## src/rtl/fetch_unit_if.sv

```systemverilog
// Fetch-stage bundle: run handshake, branch redirect, instruction memory port
// and the fetched-instruction outputs toward the decoder.
// The master side is the environment around the fetch unit. That is the
// controller plus the instruction memory.
// The slave side is the fetch unit itself.
interface fetch_unit_if #(
    parameter int PC_W    = 10,
    parameter int INSTR_W = 9
);
    logic               start;
    logic [PC_W-1:0]    start_pc;
    logic [PC_W-1:0]    prog_end;
    logic               stall;
    logic               branch_taken;
    logic [PC_W-1:0]    branch_target;
    logic [PC_W-1:0]    imem_addr;
    logic [INSTR_W-1:0] imem_data;
    logic [INSTR_W-1:0] instr;
    logic               instr_valid;
    logic [PC_W-1:0]    instr_pc;
    logic               busy;
    logic               done;

    modport master (
        output start, start_pc, prog_end, stall, branch_taken, branch_target,
               imem_data,
        input  imem_addr, instr, instr_valid, instr_pc, busy, done
    );

    modport slave (
        input  start, start_pc, prog_end, stall, branch_taken, branch_target,
               imem_data,
        output imem_addr, instr, instr_valid, instr_pc, busy, done
    );
endinterface

```

## src/rtl/fetch_unit.sv

```systemverilog
// Program counter and instruction fetch stage.
// It drives a synchronous-read instruction memory and tags each returned word
// with its PC and a valid flag.
// A taken branch squashes the in-flight wrong-path fetch, which costs one bubble.
// A start/done handshake brackets each program run.
module fetch_unit #(
    parameter int PC_W    = 10,
    parameter int INSTR_W = 9
) (
    input  logic         clk,
    input  logic         reset_n,
    fetch_unit_if.slave  bus
);

    typedef enum logic [1:0] {
        IDLE  = 2'd0,
        FETCH = 2'd1,
        RUN   = 2'd2,
        DONE  = 2'd3
    } state_t;

    localparam logic [PC_W-1:0] PC_ONE = {{(PC_W-1){1'b0}}, 1'b1};

    state_t             state_q;
    logic [PC_W-1:0]    pc_q;
    logic [PC_W-1:0]    instr_pc_q;
    logic [PC_W-1:0]    end_q;
    logic               instr_valid_q;
    logic               busy_q;
    logic               done_q;

    // Captured copy of the displayed instruction while stalled.
    logic               hold_q;
    logic [INSTR_W-1:0] instr_hold_q;

    logic [PC_W-1:0]    pc_inc;
    logic               redirect;
    logic               finish;
    logic [INSTR_W-1:0] instr_now;

    // Next sequential address. It wraps modulo 2^PC_W.
    assign pc_inc = pc_q + PC_ONE;

    // A branch only counts against an instruction that will really execute.
    // A stall defers the branch, so it is looked at again once the stall clears.
    assign redirect = instr_valid_q & bus.branch_taken & ~bus.stall;

    // The run ends when the last instruction executes without redirecting.
    assign finish = instr_valid_q & (instr_pc_q == end_q) &
                    ~bus.branch_taken & ~bus.stall;

    // Run-control FSM. It also holds the PC and the output-side registers.
    always_ff @(posedge clk or negedge reset_n) begin
        if (!reset_n) begin
            state_q       <= IDLE;
            pc_q          <= '0;
            instr_pc_q    <= '0;
            end_q         <= '0;
            instr_valid_q <= 1'b0;
            busy_q        <= 1'b0;
            done_q        <= 1'b0;
        end else begin
            case (state_q)
                IDLE: begin
                    done_q <= 1'b0;
                    if (bus.start) begin
                        pc_q    <= bus.start_pc;
                        end_q   <= bus.prog_end;
                        busy_q  <= 1'b1;
                        state_q <= FETCH;
                    end
                end

                // start_pc is on the memory address this cycle.
                // Its data lands in the first RUN cycle.
                FETCH: begin
                    if (!bus.stall) begin
                        pc_q          <= pc_inc;
                        instr_pc_q    <= pc_q;
                        instr_valid_q <= 1'b1;
                        state_q       <= RUN;
                    end
                end

                RUN: begin
                    if (bus.stall) begin
                        // Hold everything. The memory re-reads pc_q.
                        state_q <= RUN;
                    end else if (redirect) begin
                        // The word fetched this cycle is wrong-path. Mark the
                        // next cycle invalid and fetch the target instead.
                        pc_q          <= bus.branch_target;
                        instr_valid_q <= 1'b0;
                    end else if (finish) begin
                        instr_valid_q <= 1'b0;
                        busy_q        <= 1'b0;
                        done_q        <= 1'b1;
                        state_q       <= DONE;
                    end else begin
                        // Straight-line advance. This also covers the first
                        // cycle after a bubble, when pc_q holds the target.
                        instr_valid_q <= 1'b1;
                        instr_pc_q    <= pc_q;
                        pc_q          <= pc_inc;
                    end
                end

                DONE: begin
                    done_q  <= 1'b0;
                    state_q <= IDLE;
                end

                default: begin
                    state_q <= IDLE;
                end
            endcase
        end
    end

    // Freeze the presented instruction across a stall.
    // With the address held, the memory's next output is mem[pc_q]. That is
    // not the word tagged by instr_pc, so the stalled word is replayed from
    // a capture register until the stall clears.
    always_ff @(posedge clk or negedge reset_n) begin
        if (!reset_n) begin
            hold_q       <= 1'b0;
            instr_hold_q <= '0;
        end else begin
            hold_q       <= bus.stall && (state_q == RUN);
            instr_hold_q <= instr_now;
        end
    end

    assign instr_now       = hold_q ? instr_hold_q : bus.imem_data;

    assign bus.imem_addr   = pc_q;
    assign bus.instr       = instr_now;
    assign bus.instr_valid = instr_valid_q;
    assign bus.instr_pc    = instr_pc_q;
    assign bus.busy        = busy_q;
    assign bus.done        = done_q;

endmodule

```

## src/flat_wrapper.sv

```systemverilog
// flat-port wrapper written by rule: the top's interface ports become plain ports
module fetch_unit_flat 
#(
    parameter int PC_W    = 10,
    parameter int INSTR_W = 9
)
  (clk, reset_n, bus_start, bus_start_pc, bus_prog_end, bus_stall, bus_branch_taken, bus_branch_target, bus_imem_data, bus_imem_addr, bus_instr, bus_instr_valid, bus_instr_pc, bus_busy, bus_done);
  fetch_unit_if #(.PC_W(PC_W), .INSTR_W(INSTR_W)) bus_i ();
  input  logic clk;
  input  logic reset_n;
  input wire logic [$bits(bus_i.start)-1:0] bus_start;
  input wire logic [$bits(bus_i.start_pc)-1:0] bus_start_pc;
  input wire logic [$bits(bus_i.prog_end)-1:0] bus_prog_end;
  input wire logic [$bits(bus_i.stall)-1:0] bus_stall;
  input wire logic [$bits(bus_i.branch_taken)-1:0] bus_branch_taken;
  input wire logic [$bits(bus_i.branch_target)-1:0] bus_branch_target;
  input wire logic [$bits(bus_i.imem_data)-1:0] bus_imem_data;
  output wire logic [$bits(bus_i.imem_addr)-1:0] bus_imem_addr;
  output wire logic [$bits(bus_i.instr)-1:0] bus_instr;
  output wire logic [$bits(bus_i.instr_valid)-1:0] bus_instr_valid;
  output wire logic [$bits(bus_i.instr_pc)-1:0] bus_instr_pc;
  output wire logic [$bits(bus_i.busy)-1:0] bus_busy;
  output wire logic [$bits(bus_i.done)-1:0] bus_done;
  assign bus_i.start = bus_start;
  assign bus_i.start_pc = bus_start_pc;
  assign bus_i.prog_end = bus_prog_end;
  assign bus_i.stall = bus_stall;
  assign bus_i.branch_taken = bus_branch_taken;
  assign bus_i.branch_target = bus_branch_target;
  assign bus_i.imem_data = bus_imem_data;
  assign bus_imem_addr = bus_i.imem_addr;
  assign bus_instr = bus_i.instr;
  assign bus_instr_valid = bus_i.instr_valid;
  assign bus_instr_pc = bus_i.instr_pc;
  assign bus_busy = bus_i.busy;
  assign bus_done = bus_i.done;
  fetch_unit #(.PC_W(PC_W), .INSTR_W(INSTR_W)) u_core (.clk(clk), .reset_n(reset_n), .bus(bus_i));
endmodule
```

## config.mk

```make
export PLATFORM = sky130hd
export DESIGN_NAME = fetch_unit_flat
export DESIGN_NICKNAME = d
export VERILOG_FILES = /design/src/rtl/fetch_unit_if.sv /design/src/rtl/fetch_unit.sv /design/src/flat_wrapper.sv
export SDC_FILE = /design/constraint.sdc
export NUM_CORES = 1
export LEC_CHECK = 0
export ABC_AREA = 1
export CAP_MARGIN = 10
export CELL_PAD_IN_SITES_DETAIL_PLACEMENT = 0
export CELL_PAD_IN_SITES_GLOBAL_PLACEMENT = 2
export CORE_ASPECT_RATIO = 2
export CORE_MARGIN = 1.5
export CORE_UTILIZATION = 28
export DETAILED_ROUTE_END_ITERATION = 6
export PLACE_DENSITY_LB_ADDON = 0.15
export SKIP_LAST_GASP = 1
export SLEW_MARGIN = 10
export SYNTH_ARGS = -nofsm -noshare
export SYNTH_HDL_FRONTEND = slang
export SYNTH_SLANG_ARGS = --single-unit
```

## constraint.sdc

```tcl
create_clock -name clk -period 3.7 [get_ports clk]
set_input_delay 0.74 -clock clk [delete_from_list [all_inputs] [get_ports clk]]
set_output_delay 0.74 -clock clk [all_outputs]
set_load 0.005 [all_outputs]
```

Word level (Yosys, flattened, before mapping)

Index checks and enable logic that the tools add are counted.

Register bits after elaboration: 45
Word-level logic and storage cells: 76

$add $sub $neg: 1
Eq/ne operators: 13
Multiplexer cells: 32
Bitwise operators: 7
Reductions and logical operators: 14

Operators by type and width:

| cell                    | number |
|---|---|
| $mux W10                | 9 |
| $pmux W10 S3            | 1 |
| $pmux W10 S2            | 1 |
| $reduce_and A5 Y1       | 3 |
| $mux W1                 | 11 |
| $add A10 B1 Y10 const B | 1 |
| $eq A10 B10 Y1          | 1 |
| $mux W2                 | 5 |
| $ne A2 B2 Y1 const B    | 5 |
| $mux W9                 | 1 |
| $pmux W2 S4             | 1 |
| $reduce_and A4 Y1       | 2 |
| $ne A3 B2 Y1 const B    | 2 |
| $pmux W1 S2             | 3 |
| $reduce_bool A2 Y1      | 3 |
| $and A1 B1 Y1           | 5 |
| $eq A2 B2 Y1 const B    | 2 |
| $ne A3 B3 Y1 const B    | 1 |
| $reduce_and A3 Y1       | 1 |
| $reduce_bool A3 Y1      | 1 |
| $eq A2 B1 Y1 const B    | 1 |
| $logic_not A2 Y1        | 1 |
| $ne A2 B1 Y1 const B    | 1 |
| $not A1 Y1              | 2 |
| other kinds (3)         | 3 |

Logic depth before layout (Yosys ltp)

Gate-level depths: netlist of run 1.

Depth after elaboration: 8
Gate-level depth with buffers: 11
Mapped depth without buffers: 11

Worst setup path after synthesis of run 1

OpenSTA, ideal clock, no wires.

Path kind: input to register
Start: input bus_stall
End: register u_core.pc_q[4], in the netlist u_core.bus.imem_addr[4]
Data arrival time: 1.625 ns
Data required time: 3.573 ns
Setup slack: 1.948 ns
Stages on the path: 9
Path buffers: 1
Cells stage by stage: nor2_1 > nand2_1 > nor2_2 > nand2_2 > nor2_4 > nand3_4 > nand2_4 > buf_6 > o21ai_0

Cells in the longest elaborated chain, start to end: 5
Elaborated cells between the ends (all ways): 10

RTL lines:

| element                | line                               | RTL |
|---|---|---|
| start: declaration     | flat_wrapper.sv:14                 | `input wire logic [$bits(bus_i.stall)-1:0] bus_stall;` |
| $not A1 Y1             | fetch_unit.sv:46, fetch_unit.sv:50 |  |
| $and A1 B1 Y1          | fetch_unit.sv:46                   | `assign redirect = instr_valid_q & bus.branch_taken & ~bus.stall;` |
| $mux W10               | fetch_unit.sv:89                   | `end else if (redirect) begin` |
| $mux W10               | fetch_unit.sv:86                   | `if (bus.stall) begin` |
| $pmux W10 S3           | fetch_unit.sv:63                   | `case (state_q)` |
| end signal: assignment | fetch_unit.sv:67                   | `pc_q <= bus.start_pc;` |
| end signal: assignment | fetch_unit.sv:78                   | `pc_q <= pc_inc;` |
| end signal: assignment | fetch_unit.sv:92                   | `pc_q <= bus.branch_target;` |
| end: declaration       | fetch_unit.sv:25                   | `logic [PC_W-1:0] pc_q;` |

Several ways; a longest one is shown, not always the timed one. The select of a mux whose other input is x is not followed.
A chain may end at the register's enable or synchronous reset.

Worst setup path in the final report of run 1

Start: input bus_imem_data[7]
End: output bus_instr[7]

Cells in the longest elaborated chain, start to end: 1

RTL lines:

| element            | line               | RTL |
|---|---|---|
| start: declaration | flat_wrapper.sv:17 | `input wire logic [$bits(bus_i.imem_data)-1:0] bus_imem_data;` |
| $mux W9            | fetch_unit.sv:134  | `assign instr_now = hold_q ? instr_hold_q : bus.imem_data;` |
| end: declaration   | flat_wrapper.sv:19 | `output wire logic [$bits(bus_i.instr)-1:0] bus_instr;` |

Every way passes these cells.

==> flow_metrics.env, run 1 <==
export IMPL_synth_seq_area_share=0.4363
export IMPL_antenna_found_initial=0
export IMPL_power_w=0.002925
export IMPL_maxSlewViolCount=0
export IMPL_arrival_ps=1860
export IMPL_vdd_drop_max_mv=0.3508
export IMPL_cellLeakagePower_nw=1.687
export IMPL_drtAntennaViolNets=0
export IMPL_design_core_area_sq_um=8951
export IMPL_start_kind="input pin"
export IMPL_status="completed"
export IMPL_syn_nets=394
export IMPL_fmax_ghz=0.3842
export IMPL_yosys_top_cells_count="116 x nand2_1, 45 x dfrtp_1, 43 x inv_1"
export IMPL_cp_max_fo=2
export IMPL_layout_drive_gt1_share=0.09026
export IMPL_grt_use_met2=0.3197
export IMPL_worst_slew_pin_transition_ps=827.1
export IMPL_syn_area_per_cell_sq_um=7.504
export IMPL_grt_remaining_overflow=0
export IMPL_pre_cts_slack_ps=876.5
export IMPL_required_ps=2960
export IMPL_diodes=0
export IMPL_synth_distinct_cells=27
export IMPL_io_buffers=75
export IMPL_syn_inst=344
export IMPL_vias_per_cell=4.558
export IMPL_post_route_util=0.3974
export IMPL_drt_iter0_drc=97
export IMPL_die_x_um=70.89
export IMPL_chipHeight_um=138.8
export IMPL_setup_violations=0
export IMPL_yosys_register_bits=45
export IMPL_cts_hold_buf=0
export IMPL_grt_usage=0.1631
export IMPL_synth_most_common_cell="nand2_1"
export IMPL_rsz0062_at_grt="false"
export IMPL_routed_wl_um=7623
export IMPL_cts_tree="built"
export IMPL_drt_first_pass_iters=4
export IMPL_pin_count=76
export IMPL_grt_max_degree=25
export IMPL_num_vias=2384
export IMPL_cts_root_buffer="clkbuf_16"
export IMPL_endpoint_kind="output pin"
export IMPL_htreeDepth=2
export IMPL_min_path_type="in -> async"
export IMPL_clockBufferDepth=2
export IMPL_yosys_warnings=0
export IMPL_synth_area_leaders="dfrtp_1 44%, nand2_1 17%, inv_1 6.3%"
export IMPL_powerDensity_nw_per_um2=822.2
export IMPL_period_minus_slack_ps=2603
export IMPL_clock_sinks=45
export IMPL_hold_violations=0
export IMPL_synth_ff_type="dfrtp_1"
export IMPL_max_cap_violations=0
export IMPL_insertion_delay_ps=290
export IMPL_top_usage_layer="met2"
export IMPL_initial_core_util=0.2884
export IMPL_syn2layout_area_growth_pct=37.81
export IMPL_syn_cell_area_sq_um=2581
export IMPL_drc=0
export IMPL_grt_pass1_vias=2427
export IMPL_grtUsageMet1=0.1650
export IMPL_post_cts_setup_buffers=0
export IMPL_gp_congestion=0.7700
export IMPL_crit_type="in -> out"
export IMPL_period_share=0.7035
export IMPL_setup_ws_ps=1097
export IMPL_setup_tns_ps=0
export IMPL_cts_resized_gates=0
export IMPL_dieArea_sq_um=9838
export IMPL_synth_edff_count=0
export IMPL_final_area_sq_um=3557
export IMPL_rows=49
export IMPL_clk_pin_slew_ps=60
export IMPL_synthArstFlopShare=1.000
export IMPL_hpwl_um=6264
export IMPL_grt_pass1_wl_um=12320
export IMPL_wl_per_cell_um=14.58
export IMPL_synth_top_cell_by_area="dfrtp_1"
export IMPL_max_slew_margin=0.4466
export IMPL_grtUsageMet3=0.03125
export IMPL_placed_area_sq_um=3413
export IMPL_synth_top_cell_area_share=0.4363
export IMPL_cts_buffers=5
export IMPL_nets=470
export IMPL_skew_ps=4.466
## layout by cell type, fill, tap and decap left out
| cell | count |
|---|---|
| nand2_1 | 116 |
| clkdlybuf4s50_1 | 74 |
| dfrtp_1 | 45 |
| inv_1 | 43 |
| nor2_1 | 32 |
| nand3_1 | 21 |
| o21ai_0 | 13 |
| a21oi_1 | 13 |
| mux2_2 | 11 |
| o21ai_1 | 9 |
| nand2_2 | 7 |
| ha_1 | 6 |
| clkbuf_16 | 5 |
| nand4_1 | 4 |
| or2_2 | 3 |
| o22ai_1 | 2 |
| nor2_2 | 2 |
| xnor2_1 | 2 |
| nand2_4 | 2 |
| clkinvlp_4 | 2 |
| inv_2 | 1 |
| nor2_4 | 1 |
| nand3_4 | 1 |
| nor3_2 | 1 |
| and2_1 | 1 |
| o221ai_1 | 1 |
| clkbuf_1 | 1 |
| buf_2 | 1 |
| buf_4 | 1 |
## logic make-up after synthesis
group / share of synthesized area
adders and majority gates: 0.02908
muxes: 0.04799
DFF: 0.4363
AOI/OAI and AO/OA: 0.07610
and+or+nand+nor: 0.3209
xor gates and xnor gates: 0.006787
buffers and inverters: 0.08288
## critical path: stages
cell             delay (ps)
clkdlybuf4s50_1         390
mux2_2                  270
clkdlybuf4s50_1         460
## sequential cells by signal, summed over array words and instances, names as in the netlist
register and cells:
u_core.bus.instr_valid 1, u_core.instr_hold_q 9, u_core.hold_q 1, u_core.end_q 10
u_core.bus.imem_addr 10, u_core.bus.busy 1, u_core.bus.instr_pc 10, u_core.bus.done 1
u_core.state_q 2
## worst paths after layout
kind / from / endpoint / slack [ps] / cells after the start
max in group asynchronous: reset_n / u_core.instr_hold_q[8] / 2550 / 2
hold / removal: reset_n / u_core.end_q[4] / 440 / 1
setup reg to reg: u_core.state_q[0] / u_core.bus.imem_addr[2] / 1410 / 10
setup / recovery: bus_imem_data[7] / bus_instr[7] / 1100 / 3
hold reg to reg: u_core.instr_hold_q[8] / u_core.instr_hold_q[8] / 500 / 1
min in group clk: u_core.instr_hold_q[8] / u_core.instr_hold_q[8] / 500 / 1
## report_power, final
part | total, W | internal [W] | switching (W)
clock | 0.000442 | 0.000250 | 0.000191
combinational | 0.00157 | 0.000681 | 0.000891
sequential | 0.000911 | 0.000695 | 0.000216
total | 0.00292 | 0.00163 | 0.00130
## per-stage QoR
step	hold WS, ps	instances
finish	436.8	523
detailed placement	481.0	515
CTS	447.8	523
global placement	476.7	515
global route	471.0	523
floorplan	444.4	344
## layer usage
layer,part of all wire,wire [um]
met3,0.039,297
met5,0,0
met1,0.35,2697
met2,0.59,4507
met4,0.016,120
## area by class of cell
type                    instances  area, sq um
fillers                       948         5394
multi-input cells             248         1241
flip-flops and latches         45         1126
repair buffers                 76        753.2
inverters                      44        165.2
clock buffers                   6        128.9
well taps                     102        127.6
clock inverters                 2        15.01
Note: power is estimated with default switching activity, not from simulation.
==> inputs of run 2 (changes only) <==
--- a/config.mk
+++ b/config.mk
@@ -11,7 +11,7 @@
 export CELL_PAD_IN_SITES_GLOBAL_PLACEMENT = 2
 export CORE_ASPECT_RATIO = 2
 export CORE_MARGIN = 1.5
-export CORE_UTILIZATION = 28
+export CORE_UTILIZATION = 23
 export DETAILED_ROUTE_END_ITERATION = 6
 export PLACE_DENSITY_LB_ADDON = 0.15
 export SKIP_LAST_GASP = 1
==> constraint.sdc (replaced) <==
create_clock -name clk -period 2.3 [get_ports clk]
set_input_delay 0.46 -clock clk [delete_from_list [all_inputs] [get_ports clk]]
set_output_delay 0.46 -clock clk [all_outputs]
set_load 0.005 [all_outputs]
==> run 2 against run 1 <==
Compared with the run above: power grew 72%; critical endpoint unchanged; sequential power grew 60%; critical path type is now reg -> out; non-clock buffer count grew 13; critical path depth decreased by 1; highest routed layer unchanged.
==> flow_metrics.env, run 2 (synthesis results as in run 1) <==
export IMPL_hpwl_um=6636
export IMPL_skew_ps=8.019
export IMPL_period_minus_slack_ps=2182
export IMPL_layout_cells_most_common_list="116 x nand2_1, 74 x clkdlybuf4s50_1, 45 x dfrtp_1"
export IMPL_die_x_um=77.91
export IMPL_clk_pin_slew_ps=70
export IMPL_r2r_end="u_core.bus.instr_pc[0]"
export IMPL_setup_tns_ps=0
export IMPL_setup_violations=0
export IMPL_max_cap_violations=0
export IMPL_pre_cts_slack_ps=40.70
export IMPL_dieArea_sq_um=11910
export IMPL_status="completed"
export IMPL_endpoint_kind="output pin"
export IMPL_rsz0062_at_grt="false"
export IMPL_start_kind="register"
export IMPL_cts_tree="built"
export IMPL_cts_resized_gates=0
export IMPL_rows=54
export IMPL_m1WireLength_um=2995
export IMPL_chipHeight_um=152.8
export IMPL_grt_pass1_wl_um=13170
export IMPL_clockBufferDepth=2
export IMPL_gp_congestion=0.7923
export IMPL_cts_buffers=5
export IMPL_drt_first_pass_iters=6
export IMPL_routed_wl_um=8144
export IMPL_io_buffers=75
export IMPL_rrSetupSlack_ps=420
export IMPL_crit_type="reg -> out"
export IMPL_num_vias=2443
export IMPL_final_common_cell="nand2_1"
export IMPL_grt_pass1_vias=2625
export IMPL_drtAntennaViolNets=0
export IMPL_fillCellCount=1210
export IMPL_nets=483
export IMPL_syn2layout_area_growth_pct=44.06
export IMPL_initial_core_util=0.2358
export IMPL_htreeDepth=2
export IMPL_min_path_type="in -> async"
export IMPL_post_cts_setup_buffers=0
export IMPL_clock_sinks=45
export IMPL_drt_iter0_drc=90
export IMPL_r2r_cells=7
export IMPL_vias_per_cell=4.264
export IMPL_reg2reg_from="u_core.state_q[0]"
export IMPL_grt_remaining_overflow=0
export IMPL_wl_met3_um=274
export IMPL_antenna_found_initial=0
export IMPL_vdd_drop_max_mv=0.4911
export IMPL_design_core_area_sq_um=10950
export IMPL_required_ps=1840
export IMPL_layout_drive_gt1_share=0.1178
export IMPL_post_route_util=0.3397
export IMPL_diodes=0
export IMPL_maxUsedRoutingLayer="met4"
export IMPL_pin_count=76
export IMPL_setup_ws_ps=117.7
export IMPL_fmax_ghz=0.4582
export IMPL_wl_met2_um=4644
export IMPL_worst_slew_pin_transition_ps=609.7
export IMPL_cellLeakagePower_nw=1.767
export IMPL_max_slew_margin=0.5935
export IMPL_drc=0
export IMPL_wl_per_cell_um=14.21
export IMPL_insertion_delay_ps=290
export IMPL_powerDensity_nw_per_um2=1352
export IMPL_grt_usage=0.1445
export IMPL_grt_max_degree=46
export IMPL_arrival_ps=1720
export IMPL_cp_max_fo=9
export IMPL_hold_violations=0
export IMPL_cts_hold_buf=0
export IMPL_period_share=0.9488
export IMPL_cts_root_buffer="clkbuf_16"
export IMPL_maxSlewViolCount=0
-- run 2: cell count changes in the layout (fill, tap and decap cells not counted) --
cell	previous run	this run
buf_4	1	14
bufinv_16	0	1
clkbuf_1	1	0
clkinv_2	0	1
clkinvlp_4	2	0
-- run 2: metrics by stage --
stage | hold slack, ps | instance area, sq um | total power [W] | cells
final | 251.2 | 3719 | 0.005026 | 573
after global routing | 320.9 | 3719 | 0.005533 | 573
after CTS | 289.7 | 3719 | 0.005137 | 573
after detailed placement | 481.4 | 3558 | 0.004290 | 566
after global placement | 477.2 | 3558 | 0.004295 | 566
after floorplan | 164.4 | 2581 | 0.003099 | 344
-- run 2: worst max-delay path by stage --
stage / cells after the start / startpoint / to
after floorplan: 11 / u_core.state_q[0] / u_core.bus.imem_addr[2]
after global placement: 11 / bus_stall / u_core.bus.imem_addr[6]
after detailed placement: 11 / bus_stall / u_core.bus.imem_addr[7]
after CTS: 2 / u_core.hold_q / bus_instr[7]
after global routing: 2 / u_core.hold_q / bus_instr[7]
final: 2 / u_core.hold_q / bus_instr[7]
-- run 2: critical path: stages, from the launching register on --
cell             delay [ps]
dfrtp_1                 570
mux2_2                  400
clkdlybuf4s50_1         480
-- run 2: final cells by class --
cell class / instances / area, sq um / share of cell area
Multi-Input combinational cell: 248 / 1241 / 0.3338
Sequential cell: 45 / 1126 / 0.3028
Timing Repair Buffer: 89 / 850.8 / 0.2288
Tap cell: 140 / 175.2 / 0.04711
Inverter: 44 / 165.2 / 0.04441
Clock buffer: 5 / 125.1 / 0.03365
Clock inverter: 2 / 35.03 / 0.009421
-- run 2: routing by layer --
metal,vias to the layer above,track usage
li1,1253,-
met1,1123,0.1426
met2,56,0.2832
met3,11,0.02209
met4,0,0.06633
met5,-,0
-- run 2: power by group --
part           switching (W)  total [W]  internal [W]
logic                0.00150    0.00275       0.00125
clock network       0.000308   0.000813      0.000505
registers           0.000344    0.00146       0.00112
